[config.mk]
export PLATFORM = sky130hd
export DESIGN_NAME = axi_lite_slave_dual
export DESIGN_NICKNAME = d
export VERILOG_FILES = /design/src/rtl/axi_defines.sv /design/src/rtl/axi_lite_user_timer.sv /design/src/rtl/axi_lite_slave_dual.sv
export SDC_FILE = /design/constraint.sdc
export NUM_CORES = 1
export LEC_CHECK = 0
export ABC_CLOCK_PERIOD_IN_PS = 5200
export CAP_MARGIN = 20
export CELL_PAD_IN_SITES_DETAIL_PLACEMENT = 2
export CELL_PAD_IN_SITES_GLOBAL_PLACEMENT = 2
export CORE_ASPECT_RATIO = 0.9
export CORE_MARGIN = 4
export CORE_UTILIZATION = 36
export DETAILED_ROUTE_END_ITERATION = 16
export DONT_BUFFER_PORTS = 1
export PLACE_DENSITY = 0.73
export SYNTH_ARGS = -nofsm -noshare
export SYNTH_HDL_FRONTEND = slang
export SYNTH_SLANG_ARGS = --single-unit
[constraint.sdc]
create_clock -name clk -period 5.2 [get_ports clk]
set_input_delay 0.52 -clock clk [delete_from_list [all_inputs] [get_ports clk]]
set_output_delay 0.52 -clock clk [all_outputs]
set_load 0.02 [all_outputs]
[src/rtl/axi_defines.sv]
// Shared AXI4-Lite response codes and FSM state encodings for the dual-path slave.
package axi_defines;

  localparam logic [1:0] AXI_RESP_OKAY   = 2'b00;
  localparam logic [1:0] AXI_RESP_EXOKAY = 2'b01;
  localparam logic [1:0] AXI_RESP_SLVERR = 2'b10;
  localparam logic [1:0] AXI_RESP_DECERR = 2'b11;

  typedef enum logic [1:0] {
    W_IDLE = 2'd0,
    W_USER = 2'd1,
    W_RESP = 2'd2
  } w_state_t;

  typedef enum logic [1:0] {
    R_IDLE = 2'd0,
    R_USER = 2'd1,
    R_RESP = 2'd2
  } r_state_t;

endpackage

[src/rtl/axi_lite_user_timer.sv]
// User-ack watchdog: expire is high in the TIMEOUT_CYCLES-th cycle after start; 0 disables it.
// Count saturates at TIMEOUT_CYCLES-1 and never wraps; clear wins over start.
module axi_lite_user_timer #(
  parameter int TIMEOUT_CYCLES = 256
) (
  input  logic clk,
  input  logic rst,
  input  logic start,
  input  logic clear,
  output logic expire
);

  generate
    if (TIMEOUT_CYCLES == 0) begin : g_off
      logic unused_timer;
      assign unused_timer = ^{clk, rst, start, clear};
      assign expire = 1'b0;
    end else begin : g_on
      localparam int CW = (TIMEOUT_CYCLES > 1) ? $clog2(TIMEOUT_CYCLES) : 1;
      localparam logic [CW-1:0] LAST = CW'(TIMEOUT_CYCLES - 1);

      logic          running;
      logic [CW-1:0] count;

      always_ff @(posedge clk or posedge rst) begin
        if (rst) begin
          running <= 1'b0;
          count   <= '0;
        end else if (clear) begin
          running <= 1'b0;
          count   <= '0;
        end else if (start) begin
          running <= 1'b1;
          count   <= '0;
        end else if (running && count != LAST) begin
          count <= count + 1'b1;
        end
      end

      assign expire = running && (count == LAST);
    end
  endgenerate

endmodule

[src/rtl/axi_lite_slave_dual.sv]
// AXI4-Lite slave with independent write/read paths to a user register port; 2-cycle min latency.
// Responses hold until bready/rready; channel readies stay low while a path is busy.
module axi_lite_slave_dual
  import axi_defines::*;
#(
  parameter int ADDR_WIDTH     = 32,
  parameter int DATA_WIDTH     = 32,
  parameter int STROBE_WIDTH   = DATA_WIDTH / 8,
  parameter int TIMEOUT_CYCLES = 256
) (
  input  logic                    clk,
  input  logic                    rst,
  input  logic                    i_awvalid,
  output logic                    o_awready,
  input  logic [ADDR_WIDTH-1:0]   i_awaddr,
  input  logic                    i_wvalid,
  output logic                    o_wready,
  input  logic [DATA_WIDTH-1:0]   i_wdata,
  input  logic [STROBE_WIDTH-1:0] i_wstrb,
  output logic                    o_bvalid,
  input  logic                    i_bready,
  output logic [1:0]              o_bresp,
  input  logic                    i_arvalid,
  output logic                    o_arready,
  input  logic [ADDR_WIDTH-1:0]   i_araddr,
  output logic                    o_rvalid,
  input  logic                    i_rready,
  output logic [DATA_WIDTH-1:0]   o_rdata,
  output logic [1:0]              o_rresp,
  output logic                    o_wr_req,
  output logic [ADDR_WIDTH-1:0]   o_wr_addr,
  output logic [DATA_WIDTH-1:0]   o_wr_data,
  output logic [STROBE_WIDTH-1:0] o_wr_strb,
  input  logic                    i_wr_ack,
  input  logic                    i_wr_err,
  output logic                    o_rd_req,
  output logic [ADDR_WIDTH-1:0]   o_rd_addr,
  input  logic                    i_rd_ack,
  input  logic [DATA_WIDTH-1:0]   i_rd_data,
  input  logic                    i_rd_err
);

  w_state_t w_state;
  r_state_t r_state;
  logic     aw_have, w_have;
  logic     aw_hs, w_hs, w_go, ar_hs;
  logic     wr_expire, rd_expire;
  logic     wr_tmr_clear, rd_tmr_clear;

  assign aw_hs = (w_state == W_IDLE) && i_awvalid && o_awready;
  assign w_hs  = (w_state == W_IDLE) && i_wvalid && o_wready;
  // Either beat may arrive first; the request fires once both are held.
  assign w_go  = (w_state == W_IDLE) && (aw_have || aw_hs) && (w_have || w_hs);
  assign ar_hs = (r_state == R_IDLE) && i_arvalid && o_arready;

  assign wr_tmr_clear = (w_state == W_USER) && (i_wr_ack || wr_expire);
  assign rd_tmr_clear = (r_state == R_USER) && (i_rd_ack || rd_expire);

  axi_lite_user_timer #(.TIMEOUT_CYCLES(TIMEOUT_CYCLES)) u_wr_timer (
    .clk(clk), .rst(rst), .start(w_go), .clear(wr_tmr_clear), .expire(wr_expire)
  );

  axi_lite_user_timer #(.TIMEOUT_CYCLES(TIMEOUT_CYCLES)) u_rd_timer (
    .clk(clk), .rst(rst), .start(ar_hs), .clear(rd_tmr_clear), .expire(rd_expire)
  );

  always_ff @(posedge clk or posedge rst) begin
    if (rst) begin
      w_state   <= W_IDLE;
      aw_have   <= 1'b0;
      w_have    <= 1'b0;
      o_awready <= 1'b0;
      o_wready  <= 1'b0;
      o_wr_req  <= 1'b0;
      o_wr_addr <= '0;
      o_wr_data <= '0;
      o_wr_strb <= '0;
      o_bvalid  <= 1'b0;
      o_bresp   <= AXI_RESP_OKAY;
    end else begin
      case (w_state)
        W_IDLE: begin
          if (aw_hs) begin
            o_wr_addr <= i_awaddr;
            aw_have   <= 1'b1;
            o_awready <= 1'b0;
          end else if (!aw_have) begin
            o_awready <= 1'b1;
          end
          if (w_hs) begin
            o_wr_data <= i_wdata;
            o_wr_strb <= i_wstrb;
            w_have    <= 1'b1;
            o_wready  <= 1'b0;
          end else if (!w_have) begin
            o_wready <= 1'b1;
          end
          if (w_go) begin
            aw_have  <= 1'b0;
            w_have   <= 1'b0;
            o_wr_req <= 1'b1;
            w_state  <= W_USER;
          end
        end
        W_USER: begin
          if (i_wr_ack) begin
            o_wr_req <= 1'b0;
            o_bvalid <= 1'b1;
            o_bresp  <= i_wr_err ? AXI_RESP_DECERR : AXI_RESP_OKAY;
            w_state  <= W_RESP;
          end else if (wr_expire) begin
            o_wr_req <= 1'b0;
            o_bvalid <= 1'b1;
            o_bresp  <= AXI_RESP_SLVERR;
            w_state  <= W_RESP;
          end
        end
        W_RESP: begin
          if (i_bready) begin
            o_bvalid  <= 1'b0;
            o_bresp   <= AXI_RESP_OKAY;
            o_awready <= 1'b1;
            o_wready  <= 1'b1;
            w_state   <= W_IDLE;
          end
        end
        default: begin
          aw_have   <= 1'b0;
          w_have    <= 1'b0;
          o_awready <= 1'b0;
          o_wready  <= 1'b0;
          o_wr_req  <= 1'b0;
          o_bvalid  <= 1'b0;
          o_bresp   <= AXI_RESP_OKAY;
          w_state   <= W_IDLE;
        end
      endcase
    end
  end

  always_ff @(posedge clk or posedge rst) begin
    if (rst) begin
      r_state   <= R_IDLE;
      o_arready <= 1'b0;
      o_rd_req  <= 1'b0;
      o_rd_addr <= '0;
      o_rvalid  <= 1'b0;
      o_rdata   <= '0;
      o_rresp   <= AXI_RESP_OKAY;
    end else begin
      case (r_state)
        R_IDLE: begin
          if (ar_hs) begin
            o_arready <= 1'b0;
            o_rd_req  <= 1'b1;
            o_rd_addr <= i_araddr;
            r_state   <= R_USER;
          end else begin
            o_arready <= 1'b1;
          end
        end
        R_USER: begin
          if (i_rd_ack) begin
            o_rd_req <= 1'b0;
            o_rvalid <= 1'b1;
            o_rdata  <= i_rd_data;
            o_rresp  <= i_rd_err ? AXI_RESP_DECERR : AXI_RESP_OKAY;
            r_state  <= R_RESP;
          end else if (rd_expire) begin
            o_rd_req <= 1'b0;
            o_rvalid <= 1'b1;
            o_rdata  <= '0;
            o_rresp  <= AXI_RESP_SLVERR;
            r_state  <= R_RESP;
          end
        end
        R_RESP: begin
          if (i_rready) begin
            o_rvalid  <= 1'b0;
            o_rresp   <= AXI_RESP_OKAY;
            o_arready <= 1'b1;
            r_state   <= R_IDLE;
          end
        end
        default: begin
          o_arready <= 1'b0;
          o_rd_req  <= 1'b0;
          o_rvalid  <= 1'b0;
          o_rresp   <= AXI_RESP_OKAY;
          r_state   <= R_IDLE;
        end
      endcase
    end
  end

endmodule

# --- Word-level counts from Yosys, hierarchy flattened ---
# Cells that the tools add are included.
word_totals:
  input_bits: 143
  wordCells: 148
  output_inout_bits: 143
  reg_bits: 167
classes:
  reduce_logical: 41
  mux: 58
  addsub: 2
  bitwise: 7
  n_eq_ne: 18
ops:
  columns: ["cell", "n"]
  rows:
  - ["2-to-1 mux 32 bit", 2]
  - ["2-to-1 mux 8 bit", 6]
  - ["2-to-1 mux 1 bit", 25]
  - ["2-to-1 mux 2 bit", 12]
  - ["one-hot mux 2 bit (3 select lines)", 4]
  - ["AND reduction 3 bit", 8]
  - ["one-hot mux 1 bit (3 select lines)", 7]
  - ["adder 8 x 1 -> 8 bit, second input constant", 2]
  - ["== test 8 bit, second input constant", 2]
  - ["!= test 8 bit, second input constant", 2]
  - ["logical AND 1 bit", 14]
  - ["AND reduction 2 bit", 7]
  - ["!= test 3 bit, second input constant", 4]
  - ["inverter 1 bit", 7]
  - ["!= test 2 bit, second input constant", 3]
  - ["!= test 3 x 2 -> 1 bit, second input constant", 2]
  - ["nonzero test 2 bit", 3]
  - ["nonzero test 3 bit", 2]
  - ["== test 2 x 1 -> 1 bit, second input constant", 2]
  - ["== test 2 bit, second input constant", 2]
  - ["zero test 2 bit", 2]
  - ["logical OR 1 bit", 4]
  - ["one-hot mux 1 bit (2 select lines)", 2]
  - ["!= test 2 x 1 -> 1 bit, second input constant", 1]
  - ["OR reduction 2 bit", 1]

# --- Depth between registers and ports, before layout ---
depth:
  depth_word: 8
  ltp_mapped: 7
  mapped_depth_nobuf: 6

# --- Modules after synthesis ---
# Synthesis repeated with hierarchy kept, for this count alone.
hier_totals:
  cells_unflattened: 475
  hier_area_um2: 6882.9
modules_own_cells:
  columns: ["module", "area_per_inst_um2", "cells_each", "n_inst", "seq_area_each_um2"]
  rows:
  - ["axi_lite_slave_dual", 5841.9, 367, 1, 3728.6]
  - ["axi_lite_user_timer", 520.5, 54, 2, 225.2]

# --- Least setup slack after synthesis ---
# No wires, ideal clock.
synth_timing:
  path_type: "reg2reg"
  start: "register u_wr_timer.g_on.count[0]"
  end: "register o_bresp[0]"
  path_stages_with_launch: 6
  setup_ns: 0.125
  required_time_ns: 5.075
  path_slack_ns: 3.390
  period_less_slack_ns: 1.810
  t_arrival_ns: 1.685
  path_buffers: 0
  cell_sequence: "dfrtp_1 > ha_1 > and4_2 > a211oi_4 > nor3_1 > mux2_2"
synth_via:
  elab_chain_cells: 4
synth_rtl:
  columns: ["element", "line", "source"]
  rows:
  - ["from (decl)", "axi_lite_user_timer.sv:23", "logic [CW-1:0] count;"]
  - ["from (signal assigned)", "axi_lite_user_timer.sv:36", "count <= count + 1'b1;"]
  - ["== test 8 bit", "axi_lite_user_timer.sv:40", "assign expire = running && (count == LAST);"]
  - ["logical AND 1 bit", "axi_lite_user_timer.sv:40", null]
  - ["!= test 3 bit (no source line)", null, null]
  - ["AND reduction 3 bit (no source line)", null, null]
  - ["to (signal assigned)", "axi_lite_slave_dual.sv:109", "o_bresp <= i_wr_err ? AXI_RESP_DECERR : AXI_RESP_OKAY;"]
  - ["to (decl)", "axi_lite_slave_dual.sv:22", "output logic [1:0] o_bresp,"]
# No other way between the ends.
# A chain may end at the register's enable or synchronous reset.

# --- Worst setup path after layout ---
layout_timing:
  start: "register w_state[0]"
  end: "register o_wr_addr[8]"
layout_via:
  elab_chain_cells: 4
layout_rtl:
  columns: ["element", "line", "source"]
  rows:
  - ["from (decl)", "axi_lite_slave_dual.sv:43", "w_state_t w_state;"]
  - ["from (signal assigned)", "axi_lite_slave_dual.sv:69", "w_state <= W_IDLE;"]
  - ["from (signal assigned)", "axi_lite_slave_dual.sv:102", "w_state <= W_USER;"]
  - ["from (signal assigned)", "axi_lite_slave_dual.sv:110", "w_state <= W_RESP;"]
  - ["zero test 2 bit (*)", "axi_lite_slave_dual.sv:50, axi_lite_slave_dual.sv:81", null]
  - ["logical AND 1 bit (2 in series)", "axi_lite_slave_dual.sv:50", "assign aw_hs = (w_state == W_IDLE) && i_awvalid && o_awready;"]
  - ["AND reduction 2 bit (no source line) (*)", null, null]
  - ["to (signal assigned)", "axi_lite_slave_dual.sv:84", "o_wr_addr <= i_awaddr;"]
  - ["to (decl)", "axi_lite_slave_dual.sv:31", "output logic [ADDR_WIDTH-1:0] o_wr_addr,"]
# Mark *: on every way between the ends. The rest lies on a longest branch, timed or not.

==> metrics.txt <==
status=finished clean; layout cell share with drive strength beyond 1=31.52%; Max VDD drop=0.3071 mV; Worst slew margin=32.54%; Hold WS=0.2321 ns; DRT antenna net count=0; #FFs+latches synth=167; final setup TNS=0 ns; max-cap violations=0; Gates resized, CTS repair=0; DR iter-0 viols=132; final instance area=0.007462 mm²; Final Cycle Share=50.38%; largest net degree at the start of global routing=71; clock buffer depth=2; placed cell areas=0.006839 mm²; Mapped Nets=611; final hold violation count=0; Leak=3.222 nW; crit path kind=reg2reg; Tightest Pin Transition=1.011 ns; Synth top area share=63.43%; fmax=0.3817 GHz; Routed wire per std cell=24.21 µm; cell taking the most area after synthesis=dfrtp_1; type of the worst min-delay path=in2reg; vias in the first global route=4578; synth unique cells=41; antenna cell count=0; yosys warns=0; crit path launch type=flop; io pins=286; Root Buffer=clkbuf_16; Die Area=0.02053 mm²; Worst EP arrival=2.91 ns; Mean Syn Cell Area=14.26 µm²; Worst Path Required=5.49 ns; first-pass detailed-route iteration total=4; Worst Skew=0.01031 ns; Post-synth EDFFs=0; Seq/Total Area, Yosys=63.43%; final global-route overflow total=0; DP HPWL=12590 µm; clock sink count=167; Inserted Clock Buffers=17; Critical Path Sink Type=flop; setup violators final=0; Tot GR Track Use=16.71%; Main synth FF type=dfrtp_1; nets=616; commonest cells after routing, fill and taps aside=dfrtp_1 (167), mux2_2 (103), a22o_1 (32); via/cell ratio=5.402; most common cell after layout, fill and taps aside=dfrtp_1; H-tree depth=4; drt drc=0; Synth area leaders=dfrtp_1 (63%), mux2_2 (18%), a22o_1 (4.3%); antenna violations before repair=1; crit-path max FO=35; global-route wire length before repair=26340 µm; IO Port Bufs=0; Die H=136.3 µm; RSZ-0062 raised after global routing=false; Power Density=752.9 mW/mm²; Initial Util=37.05%; DIE WIDTH=150.6 µm; mapped cell area=0.006589 mm²; Final Max Tran Viols=0; Cells after Synth=462; area grow syn2layout=13.25%; worst skew pair latency=0.42 ns; clock slew at reported path FFs=0.06 ns; via count=3884; Async SR Flop Fraction=100.0%; final worst path period need=2.620 ns; FP Rows=46; total core area=0.01778 mm²; GP Congestion=0.7354; Routed WL=17410 µm; TritonCTS clock tree=yes
-- where the power goes --
part	total, mW	internal [mW]	switching (mW)
Combinational	1.23	0.680	0.548
Sequential	3.14	1.91	1.23
Clock	1.25	0.724	0.524
-- synthesized netlist by cell type (all sizes together) (7+ instances only) --
library cell  number
dfrtp            167
mux2             103
a22o              32
nor2              23
a21oi             15
buf               14
nand3             10
o21ai             10
nand2              8
inv                7
xor2               7
-- worst max-delay path: stages (launching register included) --
cell and delay (ns):
dfrtp_1 0.41, inv_1 0.11, ha_1 0.48, nand3_2 0.89, mux2_2 0.60
-- per-stage QoR --
stage	instances	power (mW)	worst slack [ns]	util, %
floorplan	462	3.957	0.1616	-
global placement	686	4.247	2.747	38.46
detailed placement	686	4.403	2.506	38.46
CTS	718	5.694	2.504	41.80
global route	719	5.956	2.357	41.96
finish	719	5.618	2.580	41.96
-- cells by family after synthesis --
logic type	share of synthesized area [%]
compound gates	8.336
xor+xnor	1.196
fa+ha+maj	1.139
buf+inv	1.842
flops	63.43
mux	18.06
simple gates	6.001
-- state kept, by name (all words and copies together) (netlist names), 2 cells and up --
| register | flops |
|---|---|
| o_rd_addr | 32 |
| o_rdata | 32 |
| o_wr_addr | 32 |
| o_wr_data | 32 |
| u_rd_timer.g_on.count | 8 |
| u_wr_timer.g_on.count | 8 |
| o_wr_strb | 4 |
| o_bresp | 2 |
| o_rresp | 2 |
| r_state | 2 |
| w_state | 2 |
-- path summary, 6_finish.rpt --
check | startpoint | to | slack (ns) | cells past startpoint
worst max-delay path | w_state[0]$_DFFE_PP0P_ | o_wr_addr[8]$_DFFE_PP0P_ | 2.58 | 4
worst min-delay path | i_rd_data[20] | o_rdata[20]$_DFFE_PP0N_ | 0.23 | 1
worst max register to register | w_state[0]$_DFFE_PP0P_ | o_wr_addr[8]$_DFFE_PP0P_ | 2.58 | 4
worst min register to register | w_state[1]$_DFFE_PP0P_ | w_state[1]$_DFFE_PP0P_ | 0.55 | 1
max in group asynchronous | rst | o_wr_data[8]$_DFFE_PP0P_ | 3.33 | 3
min in group asynchronous | rst | o_rdata[5]$_DFFE_PP0N_ | 0.63 | 2
-- area by class of cell --
| cell class | instances | area (µm²) |
|---|---|---|
| fillers | 1733 | 10320 |
| flip-flops and latches | 167 | 4179 |
| multi-input cells | 268 | 2298 |
| clock buffers | 18 | 439.2 |
| well taps | 240 | 300.3 |
| clock inverters | 13 | 146.4 |
| repair buffers | 6 | 67.56 |
| inverters | 7 | 31.28 |
-- metal layers --
metal	routed length [µm]	GRT usage, %	up-vias	share of wire [%]
met5	20	0	-	0.11
met4	252	4.985	2	1.4
met3	1735	7.300	22	10
met2	9385	30.39	171	54
met1	6016	17.40	2012	35
li1	-	-	1677	-
-- repair_timing --
action,in CTS,in global routing
setup buffers,0,0
hold buffers,1,0
hold endpoints to repair,45,0
(Power assumes the default switching activity.)
